[src/rtl/game_pkg.sv]
// Shared game constants: game-state codes, player poses, coordinate width and
// screen limits. Imported by the player controller and the display/draw blocks.
package game_pkg;

  localparam int COORD_W         = 9;
  localparam int SCREEN_W        = 320;
  localparam int SCREEN_H        = 240;
  localparam int SPRITE_W        = 16;
  localparam int HURT_HOLD_TICKS = 8;

  typedef enum logic [3:0] {
    GS_TITLE    = 4'd0,
    GS_STAFF    = 4'd1,
    GS_STAGE1   = 4'd2,
    GS_SUCCESS1 = 4'd3,
    GS_STAGE2   = 4'd4,
    GS_SUCCESS2 = 4'd5,
    GS_STAGE3   = 4'd6,
    GS_SUCCESS3 = 4'd7,
    GS_FAIL     = 4'd8
  } game_state_e;

  typedef enum logic [2:0] {
    POSE_IDLE  = 3'd0,
    POSE_UP    = 3'd1,
    POSE_DOWN  = 3'd2,
    POSE_LEFT  = 3'd3,
    POSE_RIGHT = 3'd4,
    POSE_HURT  = 3'd5,
    POSE_DEAD  = 3'd6
  } pose_e;

  function automatic logic is_stage(input logic [3:0] s);
    return (s == GS_STAGE1) || (s == GS_STAGE2) || (s == GS_STAGE3);
  endfunction

endpackage

[src/rtl/player_move_step.sv]
// Combinational one-step mover: applies the requested direction(s) unless the
// matching wall flag is set, computes in 10 bits and clamps to the play field.
module player_move_step
  import game_pkg::*;
#(
  parameter int STEP  = 2,
  parameter int MAX_X = SCREEN_W - SPRITE_W,
  parameter int MAX_Y = SCREEN_H - SPRITE_W
) (
  input  logic [COORD_W-1:0] x_i,
  input  logic [COORD_W-1:0] y_i,
  input  logic               go_up_i,
  input  logic               go_down_i,
  input  logic               go_left_i,
  input  logic               go_right_i,
  input  logic               blk_up_i,
  input  logic               blk_down_i,
  input  logic               blk_left_i,
  input  logic               blk_right_i,
  output logic [COORD_W-1:0] x_o,
  output logic [COORD_W-1:0] y_o
);

  localparam logic [9:0] STEP10  = 10'(STEP);
  localparam logic [9:0] MAX_X10 = 10'(MAX_X);
  localparam logic [9:0] MAX_Y10 = 10'(MAX_Y);

  logic [9:0] x_ext, y_ext, x_sum, y_sum;

  always_comb begin
    x_ext = {1'b0, x_i};
    y_ext = {1'b0, y_i};
    x_sum = x_ext;
    y_sum = y_ext;
    // Subtraction saturates at 0 instead of wrapping.
    if (go_up_i && !blk_up_i)          y_sum = (y_ext < STEP10) ? 10'd0 : y_ext - STEP10;
    else if (go_down_i && !blk_down_i) y_sum = y_ext + STEP10;
    if (go_left_i && !blk_left_i)        x_sum = (x_ext < STEP10) ? 10'd0 : x_ext - STEP10;
    else if (go_right_i && !blk_right_i) x_sum = x_ext + STEP10;
    if (x_sum > MAX_X10) x_sum = MAX_X10;
    if (y_sum > MAX_Y10) y_sum = MAX_Y10;
    x_o = x_sum[COORD_W-1:0];
    y_o = y_sum[COORD_W-1:0];
  end

endmodule

[src/rtl/player_ctrl.sv]
// Player controller: position, pose/animation, hit points and invincibility.
// Define DIAGONAL_MOVE_EN to apply a vertical and a horizontal step together.
module player_ctrl
  import game_pkg::*;
#(
  parameter int START_X     = 16,
  parameter int START_Y     = 200,
  parameter int STEP        = 2,
  parameter int MAX_X       = SCREEN_W - SPRITE_W,
  parameter int MAX_Y       = SCREEN_H - SPRITE_W,
  parameter int ANIM_TICKS  = 8,
  parameter int INV_TICKS   = 60,
  parameter int HEARTS_INIT = 3
) (
  input  logic               clk,
  input  logic               rst,
  input  logic [3:0]         state,
  input  logic               frame_tick,
  input  logic               key_up,
  input  logic               key_down,
  input  logic               key_left,
  input  logic               key_right,
  input  logic               blk_up,
  input  logic               blk_down,
  input  logic               blk_left,
  input  logic               blk_right,
  input  logic               hit,
  output logic [COORD_W-1:0] player_x,
  output logic [COORD_W-1:0] player_y,
  output logic [3:0]         player_state,
  output logic [1:0]         heart,
  output logic               dead
);

  localparam int ANIM_W = (ANIM_TICKS > 1) ? $clog2(ANIM_TICKS) : 1;
  localparam int INV_W  = $clog2(INV_TICKS + 1);
  localparam logic [ANIM_W-1:0] ANIM_LAST = ANIM_W'(ANIM_TICKS - 1);

  logic [3:0]         state_q;
  logic [COORD_W-1:0] x_q, x_d, y_q, y_d, step_x, step_y;
  pose_e              pose_q, pose_d, walk_pose;
  logic               phase_q, phase_d, dead_q, dead_d;
  logic [ANIM_W-1:0]  anim_q, anim_d, anim_base;
  logic [INV_W-1:0]   inv_q, inv_d;
  logic [1:0]         heart_q, heart_d;
  logic               stage_now, stage_entry, hurt_hold;
  logic               go_up, go_down, go_left, go_right;

  assign stage_now   = is_stage(state);
  assign stage_entry = stage_now && (state != state_q);
  // HURT covers the first HURT_HOLD_TICKS frames of the invincibility window.
  assign hurt_hold   = (inv_q > INV_W'(INV_TICKS - HURT_HOLD_TICKS));

`ifdef DIAGONAL_MOVE_EN
  logic v_moves;
  always_comb begin
    go_up     = key_up;
    go_down   = !key_up && key_down;
    go_left   = key_left;
    go_right  = !key_left && key_right;
    v_moves   = (go_up && !blk_up) || (go_down && !blk_down);
    walk_pose = POSE_IDLE;
    if ((go_up || go_down) && (v_moves || !(go_left || go_right)))
      walk_pose = go_up ? POSE_UP : POSE_DOWN;
    else if (go_left)  walk_pose = POSE_LEFT;
    else if (go_right) walk_pose = POSE_RIGHT;
  end
`else
  always_comb begin
    go_up     = key_up;
    go_down   = !key_up && key_down;
    go_left   = !key_up && !key_down && key_left;
    go_right  = !key_up && !key_down && !key_left && key_right;
    walk_pose = POSE_IDLE;
    if (go_up)         walk_pose = POSE_UP;
    else if (go_down)  walk_pose = POSE_DOWN;
    else if (go_left)  walk_pose = POSE_LEFT;
    else if (go_right) walk_pose = POSE_RIGHT;
  end
`endif

  player_move_step #(
    .STEP (STEP),
    .MAX_X(MAX_X),
    .MAX_Y(MAX_Y)
  ) u_step (
    .x_i        (x_q),
    .y_i        (y_q),
    .go_up_i    (go_up),
    .go_down_i  (go_down),
    .go_left_i  (go_left),
    .go_right_i (go_right),
    .blk_up_i   (blk_up),
    .blk_down_i (blk_down),
    .blk_left_i (blk_left),
    .blk_right_i(blk_right),
    .x_o        (step_x),
    .y_o        (step_y)
  );

  always_comb begin
    x_d       = x_q;
    y_d       = y_q;
    pose_d    = pose_q;
    phase_d   = phase_q;
    anim_d    = anim_q;
    anim_base = anim_q;
    inv_d     = inv_q;
    heart_d   = heart_q;
    dead_d    = 1'b0;
    if (stage_entry) begin
      x_d     = COORD_W'(START_X);
      y_d     = COORD_W'(START_Y);
      pose_d  = POSE_IDLE;
      phase_d = 1'b0;
      anim_d  = '0;
      inv_d   = '0;
      heart_d = 2'(HEARTS_INIT);
    end else if (stage_now && pose_q != POSE_DEAD) begin
      if (hit && inv_q == '0) begin
        heart_d = heart_q - 2'd1;
        inv_d   = INV_W'(INV_TICKS);
        pose_d  = POSE_HURT;
        phase_d = 1'b0;
        anim_d  = '0;
        if (heart_q == 2'd1) begin
          pose_d = POSE_DEAD;
          dead_d = 1'b1;
        end
      end else if (frame_tick) begin
        if (inv_q != '0) inv_d = inv_q - INV_W'(1);
        if (!hurt_hold) begin
          pose_d = walk_pose;
          if (walk_pose == POSE_IDLE) begin
            phase_d = 1'b0;
            anim_d  = '0;
          end else begin
            x_d = step_x;
            y_d = step_y;
            // A new facing restarts the phase count with this tick as the first.
            if (walk_pose != pose_q) anim_base = '0;
            if (anim_base == ANIM_LAST) begin
              anim_d  = '0;
              phase_d = !phase_q;
            end else begin
              anim_d = anim_base + ANIM_W'(1);
            end
          end
        end
      end
    end
  end

  always_ff @(posedge clk or negedge rst) begin
    if (!rst) begin
      state_q <= GS_TITLE;
      x_q     <= COORD_W'(START_X);
      y_q     <= COORD_W'(START_Y);
      pose_q  <= POSE_IDLE;
      phase_q <= 1'b0;
      anim_q  <= '0;
      inv_q   <= '0;
      heart_q <= 2'(HEARTS_INIT);
      dead_q  <= 1'b0;
    end else begin
      state_q <= state;
      x_q     <= x_d;
      y_q     <= y_d;
      pose_q  <= pose_d;
      phase_q <= phase_d;
      anim_q  <= anim_d;
      inv_q   <= inv_d;
      heart_q <= heart_d;
      dead_q  <= dead_d;
    end
  end

  assign player_x     = x_q;
  assign player_y     = y_q;
  assign player_state = {phase_q, pose_q};
  assign heart        = heart_q;
  assign dead         = dead_q;

endmodule
[config.mk]
export PLATFORM = sky130hd
export DESIGN_NAME = player_ctrl
export DESIGN_NICKNAME = d
export VERILOG_FILES = /design/src/rtl/game_pkg.sv /design/src/rtl/player_move_step.sv /design/src/rtl/player_ctrl.sv
export SDC_FILE = /design/constraint.sdc
export NUM_CORES = 1
export LEC_CHECK = 0
export CORE_MARGIN = 10
export CORE_UTILIZATION = 30
export DETAILED_ROUTE_END_ITERATION = 12
export GPL_ROUTABILITY_DRIVEN = 0
export HOLD_SLACK_MARGIN = 0.03
export SETUP_SLACK_MARGIN = 0.15
export SLEW_MARGIN = 20
export SYNTH_ARGS = -nofsm -noshare
export SYNTH_HDL_FRONTEND = slang
export SYNTH_HIERARCHICAL = 1
export SYNTH_SLANG_ARGS = --single-unit
[constraint.sdc]
create_clock -name clk -period 2.2 [get_ports clk]
set_input_delay 0.33 -clock clk [delete_from_list [all_inputs] [get_ports clk]]
set_output_delay 0.33 -clock clk [all_outputs]
set_load 0.05 [all_outputs]
* After elaboration in Yosys (flattened, before gate mapping)
Index checks and enable logic that the tools add are counted.
** Word-level totals
- Memory bits (writable) :: 0
- Bits in registers :: 38
- Logic and storage cells :: 132
- Bits of input ports :: 16
- Memory bits (read-only) :: 0
- Output and inout port bits :: 25
- Memories :: 0
- Bits in latches :: 0
** Operators by class
- Eq/ne operators :: 12
- Order comparisons :: 5
- Muxes and demuxes :: 63
- $add $sub $neg :: 7
- Bitwise operators :: 0
- Shift-type cells :: 0
- Div/mod/pow operators :: 0
- Multiply operators :: 0
- Reduce and logical (&&, ||, !) cells :: 36
** Operators by type and width (number)
- $mux 9 :: 14
- $mux 3 :: 23
- $mux 10 :: 6
- $mux 6 :: 5
- $add 9x2->10 const B :: 2
- $sub 9x2->10 const B :: 2
- $lt 9x2->1 const B :: 2
- $logic_and 1x1->1 :: 12
- $mux 1 :: 11
- $gt 10x8->1 const B :: 1
- $gt 10x9->1 const B :: 1
- $eq 4x3->1 const B :: 2
- $logic_not 1->1 :: 8
- $mux 2 :: 4
- $gt 6x6->1 const B :: 1
- $logic_not 6->1 :: 1
- $ne 2x2->1 const B :: 3
- $reduce_and 3->1 :: 2
- $reduce_bool 2->1 :: 3
- $reduce_bool 3->1 :: 2
- $reduce_bool 6->1 :: 1
- $sub 6x1->6 const B :: 1
- $reduce_and 5->1 :: 1
- $eq 4x2->1 const B :: 1
- 13 further kinds :: 14

* Longest topological paths before layout
Gate-level depths: netlist of the first run.
- Depth in word-level cells :: 24
- Depth in mapped cells :: 11
- Mapped depth without buffers :: 10

* By module
Netlist of the first run, hierarchy kept.
** Modules (own cells, without submodules)
- player_ctrl :: cells an instance 178, area each 1961.9 µm², instances 1, sequential area each 958.4 µm²
- player_move_step :: cells an instance 189, area each 1183.6 µm², instances 1, sequential area each 0.0 µm²

* Worst setup path before layout of the first run
No wires, ideal clock.
- Kind :: reg2reg
- Start point :: reg x_q[2] (netlist: player_x[2])
- End point :: reg x_q[4] (netlist: player_x[4])
- Stages on the path, launching flop included :: 11
- Setup slack :: -335 ps
- Required time :: 2122 ps
- Data arrival time :: 2457 ps
- Buffers on the path :: 0
- Period minus slack after synthesis :: 2535 ps
- Library setup time :: 78 ps
- Cells stage by stage :: dfrtp_1 -> inv_1 -> ha_1 -> nor4b_1 -> a21oi_1 -> nor2_1 -> a22o_1 -> a31oi_2 -> or3_1 -> mux2i_1 -> nand2_1
** Between the ends
- Longest elaborated chain between the ends :: 11
- Elaborated cells on any way between the ends :: 14
- Classes of those cells :: add/sub (2); order compare (2); mux (10)
** RTL lines
- start: declaration :: RTL line player_ctrl.sv:40 : logic [COORD_W-1:0] x_q, x_d, y_q, y_d, step_x, step_y;
- start signal: assignment :: RTL line player_ctrl.sv:157 : x_q <= COORD_W'(START_X);
- $add 9x2->10, or another cell as far along :: RTL line player_move_step.sv:39 : else if (go_right_i && !blk_right_i) x_sum = x_ext + STEP10;
- $mux 10, on equally long branches :: RTL line player_move_step.sv:39, player_move_step.sv:38
- $mux 10 * :: RTL line player_move_step.sv:38 : if (go_left_i && !blk_left_i) x_sum = (x_ext < STEP10) ? 10'd0 : x_ext - STEP10;
- $gt 10x9->1 :: RTL line player_move_step.sv:40 : if (x_sum > MAX_X10) x_sum = MAX_X10;
- $mux 9 * :: RTL line player_move_step.sv:40
- named net step_x[4] :: RTL line player_ctrl.sv:40
- $mux 9 * :: RTL line player_ctrl.sv:134 : if (walk_pose == POSE_IDLE) begin
- $mux 9 * :: RTL line player_ctrl.sv:132 : if (!hurt_hold) begin
- $mux 9 * :: RTL line player_ctrl.sv:130 : end else if (frame_tick) begin
- $mux 9 * :: RTL line player_ctrl.sv:120 : if (hit && inv_q == '0) begin
- $mux 9 * :: RTL line player_ctrl.sv:119 : end else if (stage_now && pose_q != POSE_DEAD) begin
- $mux 9 * :: RTL line player_ctrl.sv:111 : if (stage_entry) begin
The timed path passes the listed nets; every way through them passes the cells marked *. The select of a mux whose other input is x is not followed.
A chain may end at the register's enable or synchronous reset.

* Worst setup path after layout of the first run
- Start point :: reg y_q[6] (netlist: player_y[6])
- End point :: reg y_q[1] (netlist: player_y[1])
** Between the ends
- Longest elaborated chain between the ends :: 11
- Elaborated cells on any way between the ends :: 14
- Classes of those cells :: add/sub (2); order compare (2); mux (10)
** RTL lines
- start: declaration :: RTL line player_ctrl.sv:40
- start signal: assignment :: RTL line player_ctrl.sv:158 : y_q <= COORD_W'(START_Y);
- start signal: assignment :: RTL line player_ctrl.sv:168 : y_q <= y_d;
- $add 9x2->10, or another cell as far along :: RTL line player_move_step.sv:37 : else if (go_down_i && !blk_down_i) y_sum = y_ext + STEP10;
- $mux 10, on equally long branches :: RTL line player_move_step.sv:37, player_move_step.sv:36
- $mux 10 * :: RTL line player_move_step.sv:36 : if (go_up_i && !blk_up_i) y_sum = (y_ext < STEP10) ? 10'd0 : y_ext - STEP10;
- $gt 10x8->1 :: RTL line player_move_step.sv:41 : if (y_sum > MAX_Y10) y_sum = MAX_Y10;
- $mux 9 * :: RTL line player_move_step.sv:41
- named net step_y[1] :: RTL line player_ctrl.sv:40
- $mux 9 * :: RTL line player_ctrl.sv:134
- $mux 9 * :: RTL line player_ctrl.sv:132
- $mux 9 * :: RTL line player_ctrl.sv:130
- $mux 9 * :: RTL line player_ctrl.sv:120
- $mux 9 * :: RTL line player_ctrl.sv:119
- $mux 9 * :: RTL line player_ctrl.sv:111
Marked as above.

==> impl_metrics.sql, run 1 <==
INSERT INTO impl_metrics (metric_group, metric, value, unit) VALUES
('cts', 'number_of_levels_in_the_clock_h_tree', '2', ''),
('logic_synthesis', 'syn_avg_cell_area', '8.57', 'um^2'),
('timing', 'final-setup-viol-count', '7', ''),
('layout', 'area_growth', '49.5', '%'),
('global_route', 'grt_pass1_wl', '16000', 'um'),
('layout', 'design.final.nets', '513', ''),
('route', 'route.antenna.remaining_nets', '0', ''),
('setup_path', 'critical_path_peak_fanout', '3', ''),
('cts', 'clk_latency', '0.29', 'ns'),
('die', 'die_y', '122', 'um'),
('timing', 'final-max-slew-violation-count', '0', ''),
('min_path', 'hold_path.class', 'primary input to async pin', ''),
('placement', 'dp_worst_setup_slack', '-0.633', 'ns'),
('logic_synthesis', 'syn_inst', '367', ''),
('global_route', 'number_of_antenna_violations_at_the_first_check_in_global_routing', '0', ''),
('route', 'vias', '3238', ''),
('route', 'drt-pass1-iter-count', '4', ''),
('route', 'final_wl', '9660', 'um'),
('timing', 'final.setup_skew', '0.00791', 'ns'),
('cts', 'clock_pin_slew_on_the_worst_setup_and_hold_paths', '0.08', 'ns'),
('die', 'floorplan.die_area', '15000', 'um^2'),
('cts', 'tritoncts', 'built', ''),
('die', 'num_rows', '37', ''),
('logic_synthesis', 'yosys_register_bits', '38', ''),
('logic_synthesis', 'netlist_cell_types', '79', ''),
('timing', 'worst_slew_margin_rel', '64.4', '%'),
('layout', 'share_of_post_route_cells_with_drive_strength_above_1', '40.3', '%'),
('setup_path', 'critical_path.startpoint_type', 'flop', ''),
('power', 'p_leak', '2.19', 'nW'),
('die', 'die_width', '122', 'um'),
('cts', 'cts_num_sinks', '38', ''),
('run_status', 'violations', 'negative setup slack', ''),
('logic_synthesis', 'synthMostInstantiatedCell', 'nor2_1', ''),
('layout', 'final_util', '45.8', '%'),
('logic_synthesis', 'synth-warning-count', '6', ''),
('setup_path', 'cp.arrival', '2.44', 'ns'),
('global_route', 'grt_util_all_layers', '12.8', '%'),
('setup_path', 'timing.setup.critical_path_class', 'flop to flop', ''),
('route', 'drt_first_iter_violations', '140', ''),
('timing', 'period_share', '104', '%'),
('global_route', 'grt_ovf', '0', ''),
('logic_synthesis', 'ys.flop_type', 'dfrtp_1', ''),
('flow_run', 'drv.max_cap_violation_count', '0', ''),
('route', 'viasPerCell', '5.18', ''),
('logic_synthesis', 'seq_total_area_yosys', '30.5', '%'),
('logic_synthesis', 'synth_top_cells_by_area', 'dfrtp_1 25%, mux2i_1 6.7%, dfstp_2 5.0%', ''),
('timing', 'setup_slack', '-0.0792', 'ns'),
('logic_synthesis', 'synth-async-reset-ratio', '100', '%'),
('timing', 'worst_hold_check_slack', '0.0771', 'ns'),
('placement', 'portBuffers', '40', ''),
('timing', 'worst_slew_pin_slew', '0.532', 'ns'),
('layout', 'fin_area', '4700', 'um^2'),
('timing', 'finalWorstPathRequiredPeriod', '2.28', 'ns'),
('route', 'drc', '0', ''),
('placement', 'detailed_place_hpwl', '7210', 'um'),
('setup_path', 'worst_r2r_path_depth', '8', ''),
('cts', 'clock_buffer_depth', '2', ''),
('layout', 'n_antenna_cell', '0', ''),
('power', 'worst_ir_drop_vdd', '0.738', 'mV'),
('logic_synthesis', 'synth-edff-count', '0', ''),
('power', 'p_per_area', '735', 'nW/um^2'),
('cts', 'number_of_clock_buffers_inserted_by_tritoncts', '5', ''),
('logic_synthesis', 'synthesis.nets', '392', ''),
('cts', 'clock_tree.root_cell', 'clkbuf_8', ''),
('run_status', 'status', 'finished with violations', ''),
('die', 'ios', '41', ''),
('die', 'design.core.area', '10300', 'um^2'),
('route', 'wl_per_cell', '15.5', 'um'),
('timing', 'grt_setup_unrepaired', 'true', ''),
('logic_synthesis', 'synth.cells.most_frequent', '39 x nor2_1, 32 x dfrtp_1, 32 x nand2_1', ''),
('setup_path', 'cp-end-kind', 'flop', ''),
('placement', 'placed_cell_area', '4250', 'um^2'),
('setup_path', 'worst-endpoint-required', '2.36', 'ns'),
('logic_synthesis', 'post-synth-top-area-cell', 'dfrtp_1', ''),
('logic_synthesis', 'netlist.area_leader.share', '25.5', '%'),
('timing', 'achievable-frequency', '439', 'MHz'),
('die', 'initial_core_util', '30.6', '%'),
('timing', 'timing.final.hold_violations', '0', ''),
('global_route', 'first_global_vias', '3304', ''),
('global_route', 'grt_start_max_net_pins', '39', ''),
('logic_synthesis', 'cell_area_synth', '3150', 'um^2');
## logic make-up (layout without fill, tap and decap cells)
kind of cell             after synthesis  after routing  share of synthesized area [%]
XOR/XNOR                               9              9                           2.51
AND/OR/NAND/NOR                      174            174                           30.2
adder cells (fa/ha/maj)                9              9                           3.58
AO/OA/AOI/OAI                         82             82                           20.2
flip-flops                            38             38                           30.5
other                                  1              1                          0.119
multiplexers                          22             22                           7.04
buffers and inverters                 32            154                           5.93
## per-stage QoR
step	setup TNS (ns)	power, mW	std cells
6_report	-0.368	3.46	625
5_1_grt	-1.56	3.70	625
4_1_cts	-0.0329	3.41	620
3_5_place_dp	-10.19	2.79	603
3_3_place_gp	-9.88	2.76	603
2_1_floorplan	-0.646	2.16	367
## layout by cell type (no fill, tap or decap), types with 4 or more instances in the layout
| master | n |
|---|---|
| dlygate4sd2_1 | 4 |
| nand3b_1 | 5 |
| dfrtp_2 | 9 |
| inv_1 | 8 |
| nand2_1 | 30 |
| dfrtp_1 | 21 |
| a22o_1 | 5 |
| o211ai_1 | 4 |
| ha_1 | 5 |
| nand3_1 | 13 |
| buf_4 | 89 |
| mux2i_1 | 20 |
| nor2_1 | 37 |
| xor2_1 | 5 |
| or3_1 | 9 |
| nor3_1 | 12 |
| nand4_1 | 5 |
| buf_6 | 6 |
| clkbuf_8 | 8 |
| and2_1 | 5 |
| a21oi_1 | 10 |
| inv_2 | 5 |
| clkdlybuf4s50_1 | 23 |
| dlymetal6s2s_1 | 5 |
| a21oi_2 | 5 |
| dfstp_2 | 4 |
| nor2b_1 | 7 |
| o22ai_1 | 4 |
| xnor2_1 | 4 |
| o21ai_0 | 9 |
| and3_1 | 4 |
| nand2b_1 | 4 |
| nor3_2 | 5 |
## cell type report
type | count | area, um^2
Clock buffer | 8 | 110
Timing Repair Buffer | 132 | 1100
Tap cell | 136 | 170
Fill cell | 1002 | 5570
Sequential cell | 38 | 985
Inverter | 14 | 55.1
Multi-Input combinational cell | 297 | 2280
## registers in the layout, indices dropped and copies added, names as in the netlist
name	cells
player_x	9
player_y	9
heart	2
state_q	4
phase_q	1
inv_q	6
anim_q	3
dead	1
pose_q	3
## where the power goes
part / switching, mW / internal [mW] / total (mW) / leakage, nW
Clock: 0.245 / 0.317 / 0.562 / 0.0575
Sequential: 0.206 / 0.861 / 1.07 / 0.471
Combinational: 1.02 / 0.806 / 1.83 / 1.66
## worst max-delay path, cell delays in order, from the launching register on
cell	delay [ns]
dfstp_4	0.47
or3_1	0.40
or3_4	0.40
a221oi_4	0.30
o311ai_4	0.14
a41oi_2	0.21
nor2_1	0.06
mux2i_1	0.12
nor2_1	0.06
## per-layer routing
layer  track usage [%]  up-vias  share of wire, %
li1                  -     1614                 -
met5                 0        -                 0
met1              16.2     1550                46
met2              21.9       62                49
met3              2.16       12               3.5
met4              3.76        0               1.4
## path summary, 6_finish.rpt
check                             from     endpoint  slack, ns
max                        player_y[6]  player_y[1]      -0.08
min                                rst    anim_q[2]       0.08
max reg2reg                player_y[6]  player_y[1]      -0.08
min reg2reg                  anim_q[1]    anim_q[1]       0.51
max in group asynchronous          rst  player_x[1]       1.73
min in group clk             anim_q[1]    anim_q[1]       0.51
## repair_timing
item / 4_1_cts / 5_1_grt
pin swaps: 26 / 20
hold buffers: 0 / 0
resized for setup: 46 / 32
setup buffers: 9 / 5
setup endpoints to repair: 22 / 28
hold endpoints to repair: 0 / 0
No activity file was read; power rests on OpenSTA's default activity.
==> run 2, diff against run 1 <==
CAP_MARGIN = 10   (was not set)
==> results of run 2 <==
The final DEF is identical to that of run 1; final timing and power are the same.
